`src/rtl/flight_sequencer.sv`:
```
// Select sequencer for the X/Y/Z position datapath: homing, cruise, single-cycle warp, cooldown.
// Optional feature: define SAFE_DECEL_EN to pass mode-to-mode changes through a one-cycle HOLD at zero velocity.
module flight_sequencer #(
    parameter int HOME_CYCLES     = 2,
    parameter int COOLDOWN_CYCLES = 8,
    parameter int CNT_W           = 4
) (
    input  logic       clk,
    input  logic       rst_n,
    input  logic       cmd_valid,
    output logic       cmd_ready,
    input  logic [1:0] cmd_op,
    input  logic [1:0] cmd_mode,
    output logic [3:0] mode_sel,
    output logic [3:0] pos_sel,
    output logic       warp_active,
    output logic       busy,
    output logic [7:0] warp_count
);

    localparam logic [2:0] S_HOMING   = 3'd0;
    localparam logic [2:0] S_CRUISE   = 3'd1;
    localparam logic [2:0] S_WARP     = 3'd2;
    localparam logic [2:0] S_COOLDOWN = 3'd3;
`ifdef SAFE_DECEL_EN
    localparam logic [2:0] S_HOLD     = 3'd4;
`endif

    localparam logic [1:0] OP_SET_MODE = 2'b01;
    localparam logic [1:0] OP_WARP     = 2'b10;
    localparam logic [1:0] OP_HOME     = 2'b11;

    localparam logic [3:0] MODE_ZERO   = 4'b0001;
    localparam logic [3:0] POS_ORIGIN  = 4'b0001;
    localparam logic [3:0] POS_INTEG   = 4'b0010;
    localparam logic [3:0] POS_WARP    = 4'b0100;

    localparam logic [CNT_W-1:0] HOME_LAST = CNT_W'(HOME_CYCLES - 1);
    localparam logic [CNT_W-1:0] COOL_LAST = CNT_W'(COOLDOWN_CYCLES - 1);

    logic [2:0]       state_q, state_d;
    logic [CNT_W-1:0] cnt_q, cnt_d;
    logic [3:0]       mode_q, mode_d;
    logic [3:0]       pos_q, pos_d;
    logic             ready_q, ready_d;
    logic             busy_q, busy_d;
    logic             warp_q, warp_d;
    logic [7:0]       wcnt_q, wcnt_d;
`ifdef SAFE_DECEL_EN
    logic [3:0]       pend_q, pend_d;
    logic             hold_needed;
`endif
    logic             accept;

    function automatic logic [3:0] mode_onehot(input logic [1:0] m);
        return 4'b0001 << m;
    endfunction

    function automatic logic [7:0] sat_inc8(input logic [7:0] v);
        return (v == 8'hFF) ? v : v + 8'd1;
    endfunction

    assign accept = cmd_valid && ready_q;

`ifdef SAFE_DECEL_EN
    // Only a switch between two different moving modes needs the zero-velocity hold.
    assign hold_needed = (mode_q != MODE_ZERO) && (cmd_mode != 2'd0) &&
                         (mode_onehot(cmd_mode) != mode_q);
`endif

    always_comb begin
        state_d = state_q;
        cnt_d   = '0;
        mode_d  = mode_q;
        wcnt_d  = wcnt_q;
`ifdef SAFE_DECEL_EN
        pend_d  = pend_q;
`endif
        case (state_q)
            S_HOMING: begin
                if (cnt_q == HOME_LAST) state_d = S_CRUISE;
                else                    cnt_d   = cnt_q + 1'b1;
            end
            S_CRUISE: begin
                if (accept) begin
                    case (cmd_op)
                        OP_SET_MODE: begin
`ifdef SAFE_DECEL_EN
                            if (hold_needed) begin
                                state_d = S_HOLD;
                                pend_d  = mode_onehot(cmd_mode);
                                mode_d  = MODE_ZERO;
                            end else begin
                                mode_d  = mode_onehot(cmd_mode);
                            end
`else
                            mode_d = mode_onehot(cmd_mode);
`endif
                        end
                        OP_WARP: begin
                            state_d = S_WARP;
                            wcnt_d  = sat_inc8(wcnt_q);
                        end
                        OP_HOME: begin
                            state_d = S_HOMING;
                            mode_d  = MODE_ZERO;
                        end
                        default: ;
                    endcase
                end
            end
            S_WARP: state_d = S_COOLDOWN;
            S_COOLDOWN: begin
                if (cnt_q == COOL_LAST) state_d = S_CRUISE;
                else                    cnt_d   = cnt_q + 1'b1;
            end
`ifdef SAFE_DECEL_EN
            S_HOLD: begin
                state_d = S_CRUISE;
                mode_d  = pend_q;
            end
`endif
            default: begin
                state_d = S_HOMING;
                mode_d  = MODE_ZERO;
            end
        endcase
    end

    // Outputs are decoded from the next state so they appear registered with the state itself.
    always_comb begin
        pos_d   = POS_INTEG;
        ready_d = 1'b0;
        busy_d  = 1'b1;
        warp_d  = 1'b0;
        case (state_d)
            S_HOMING: pos_d = POS_ORIGIN;
            S_CRUISE: begin
                ready_d = 1'b1;
                busy_d  = 1'b0;
            end
            S_WARP: begin
                pos_d  = POS_WARP;
                warp_d = 1'b1;
            end
            default: ;
        endcase
    end

    always_ff @(posedge clk or negedge rst_n) begin
        if (!rst_n) begin
            state_q <= S_HOMING;
            cnt_q   <= '0;
            mode_q  <= MODE_ZERO;
            pos_q   <= POS_ORIGIN;
            ready_q <= 1'b0;
            busy_q  <= 1'b1;
            warp_q  <= 1'b0;
            wcnt_q  <= 8'd0;
`ifdef SAFE_DECEL_EN
            pend_q  <= MODE_ZERO;
`endif
        end else begin
            state_q <= state_d;
            cnt_q   <= cnt_d;
            mode_q  <= mode_d;
            pos_q   <= pos_d;
            ready_q <= ready_d;
            busy_q  <= busy_d;
            warp_q  <= warp_d;
            wcnt_q  <= wcnt_d;
`ifdef SAFE_DECEL_EN
            pend_q  <= pend_d;
`endif
        end
    end

    assign cmd_ready   = ready_q;
    assign mode_sel    = mode_q;
    assign pos_sel     = pos_q;
    assign warp_active = warp_q;
    assign busy        = busy_q;
    assign warp_count  = wcnt_q;

endmodule

```
`config.mk`:
```
export PLATFORM = sky130hd
export DESIGN_NAME = flight_sequencer
export DESIGN_NICKNAME = d
export VERILOG_FILES = /design/src/rtl/flight_sequencer.sv
export SDC_FILE = /design/constraint.sdc
export NUM_CORES = 1
export LEC_CHECK = 0
export CORE_UTILIZATION = 43
export CTS_BUF_LIST = sky130_fd_sc_hd__clkbuf_8 sky130_fd_sc_hd__clkbuf_16
export CTS_CLUSTER_DIAMETER = 80
export DETAILED_ROUTE_END_ITERATION = 7
export HOLD_SLACK_MARGIN = 0.02
export MAX_ROUTING_LAYER = met4
export PLACE_DENSITY_LB_ADDON = 0.12
export SLEW_MARGIN = 30
export SYNTH_ARGS = -nofsm -noshare
export SYNTH_HDL_FRONTEND = slang
export SYNTH_SLANG_ARGS = --single-unit
```
`constraint.sdc`:
```
create_clock -name clk -period 1.55 [get_ports clk]
set_input_delay 0.2325 -clock clk [delete_from_list [all_inputs] [get_ports clk]]
set_output_delay 0.2325 -clock clk [all_outputs]
set_load 0.02 [all_outputs]
```
==> run_results.csv <==
group,metric,value,unit
detailed_routing,vias,861,
critical_path,worstSetupPathType,"flop to flop",
sta,fin_skew,0.00225,ns
floorplan,io_pins,26,
cts,cts_made_buffers,3,
sta,finalCriticalPeriod,1.54,ns
placed_design,dpl_worst_slack,-0.320,ns
cts,path_clk_slew,0.08,ns
sta,final_hold_viol_count,0,
cts,cts_tree,"yes",
detailed_routing,via_per_inst,4.98,
sta,drv_slew,0,
floorplan,die_h,52.1,um
cts,htreeDepth,1,
detailed_routing,drc,0,
global_route,antenna_found_initial,0,
cts,cts_root_buf,"clkbuf_8",
global_route,grt_pass1_wl,3650,um
sta,fin_crit_sh,0.995,
synth,synthMostInstantiatedCell,"dfrtp_1",
detailed_routing,first_pass_iters,3,
synth,synth_flop_cell,"dfrtp_1",
floorplan,initial_utilization,0.470,
placed_design,numPortBuffers,24,
global_route,grt_pass1_vias,850,
status,outcome,"finished clean",
critical_path,startpoint_type,"flop",
placed_design,hpwl,1690,um
sta,layout_setup_ws,0.00773,ns
synth,seq_area_frac_synth,0.560,
floorplan,row_count,17,
layout,multi_input_area,482,um2
power,cellLeakagePower,0.000786,uW
layout,final.fill_count,193,
synth,ys_top_cells_by_count,"dfrtp_1 (21), nor2_1 (7), xnor2_1 (7)",
detailed_routing,drt_iter0_drc,3,
layout,layout-drive-gt1-share,0.269,
critical_path,required,1.70,ns
power,cellPowerDensity,1120,nW/um2
floorplan,die_width,52.1,um
synth,synth_top_area_cell,"dfrtp_1",
flow_run,cap_violations,0,
synth,syn_area_per_cell,11.1,um2
synth,yosys_warnings,0,
global_route,grt_max_degree,25,
layout,utilization,0.694,
synth,synth_edf_count,0,
layout,area_growth,47.7,%
layout,nets,156,
detailed_routing,wl_per_cell,12.9,um
sta,whs,0.332,ns
critical_path,worstSetupEndpointType,"flop",
detailed_routing,antenna_left,0,
synth,ys_ff_latch,24,
sta,rsz0062_at_grt,"true",
sta,fmax,0.648,GHz
synth,synth.cell_area,1080,um2
synth,synth_cells,97,
synth,netlist-cell-type-count,28,
synth,synth_top_area_frac,0.487,
detailed_routing,wl,2240,um
global_route,grt-ovfl-total,0,
power,ir_drop,0.807,mV
sta,final.setup.tns,0,ns
floorplan,core,2300,um2
layout,fin_cells,173,
critical_path,worstPathArrival,1.69,ns
layout,insertedDiodeCount,0,
synth,async_flop_share,1.00,
placed_design,place_congestion,0.797,
synth,synthTopCellsByArea,"dfrtp_1 (49%), dfstp_2 (7.3%), xnor2_1 (5.7%), ha_1 (3.5%), nand4_1 (2.9%)",
cts,clk_latency,0.26,ns
cts,cts_sinks,24,
global_route,grt_usage,0.197,
sta,setup_viol,0,
critical_path,cp_max_fo,8,
layout,ff_latch_area,607,um2
cts,clock_path_buffers,2,
placed_design,placed_cells,167,
floorplan,die-area,2720,um2
hold_path,min-delay-path-class,"primary input to asynchronous set/reset pin",
layout by cell type (no fill, tap or decap), types with 3 or more instances in the layout:
| cell | synthesis | final |
|---|---|---|
| dlygate4sd2_1 | 0 | 10 |
| a31oi_1 | 3 | 3 |
| xnor2_1 | 7 | 7 |
| and3_1 | 4 | 3 |
| clkdlybuf4s50_1 | 0 | 12 |
| buf_4 | 2 | 21 |
| dfstp_2 | 3 | 3 |
| nand2_1 | 6 | 6 |
| o21ai_1 | 0 | 3 |
| a21oi_1 | 4 | 4 |
| nor2_1 | 7 | 7 |
| dfrtp_1 | 21 | 19 |
| inv_1 | 4 | 4 |
| xor2_1 | 3 | 3 |
| o21ai_0 | 6 | 3 |
| nand4_1 | 5 | 5 |
| clkbuf_8 | 0 | 4 |
cell type report:
cell class / instances / area share
inverters: 4 / 0.00941
repair buffers: 46 / 0.252
multi-input cells: 67 / 0.302
clock buffers: 4 / 0.0345
flip-flops and latches: 24 / 0.380
well taps: 28 / 0.0220
power breakdown:
part / switching, uW / internal (uW)
combinational: 311 / 279
sequential: 56.5 / 733
clock: 184 / 226
total: 551 / 1240
registers in the layout (all words and copies together), names as in the netlist:
| register | cells |
|---|---|
| mode_sel | 4 |
| cmd_ready | 1 |
| state_q | 3 |
| cnt_q | 4 |
| warp_count | 8 |
| pos_sel | 3 |
| busy | 1 |
per-layer routing:
layer / vias up / share of wire / global-route usage
met1: 406 / 0.45 / 0.228
met3: 2 / 0.044 / 0.0526
met4: 0 / 0.0071 / 0.0811
met5: - / 0 / -
met2: 22 / 0.49 / 0.323
li1: 431 / - / -
path summary, 6_finish.rpt:
kind	startpoint	endpoint	slack, ns	depth (start not counted)
setup / recovery	state_q[2]$_DFF_PN0_	warp_count[1]$_DFFE_PN0P_	0.008	4
hold / removal	rst_n	cnt_q[2]$_DFF_PN0_	0.33	2
setup reg to reg	state_q[2]$_DFF_PN0_	warp_count[1]$_DFFE_PN0P_	0.008	4
hold reg to reg	mode_sel[0]$_DFFE_PN1P_	mode_sel[0]$_DFFE_PN1P_	0.46	2
max in group asynchronous	rst_n	mode_sel[0]$_DFFE_PN1P_	0.93	2
min in group clk	mode_sel[0]$_DFFE_PN1P_	mode_sel[0]$_DFFE_PN1P_	0.46	2
per-stage QoR:
stage / instance area [um2] / total power (uW)
3_3_place_gp: 1510 / 1390
5_1_grt: 1600 / 1920
6_report: 1600 / 1790
2_1_floorplan: 1110 / 1130
3_5_place_dp: 1510 / 1410
4_1_cts: 1570 / 1800
worst max-delay path, cell delays in order, from the launching register on:
cell      delay [ns]
dfrtp_1         0.38
or3b_4          0.42
a211oi_4        0.17
buf_6           0.16
mux2_4          0.30
cells by family after synthesis:
logic type | after synthesis | share of synthesized area
simple gates | 34 | 0.174
buf+inv | 7 | 0.0313
flops | 24 | 0.560
xor+xnor | 10 | 0.0811
fa+ha+maj | 3 | 0.0348
mux | 1 | 0.0104
compound gates | 17 | 0.105
other cells | 1 | 0.00347
timing repair:
| action | in CTS | in global routing |
|---|---|---|
| pin swaps | 1 | 4 |
| buffers inserted | 1 | 1 |
| endpoints found under the setup margin | 19 | 16 |
| hold buffers | 0 | 0 |
| resized for setup | 13 | 6 |
Note: power is estimated with default switching activity, not from simulation.
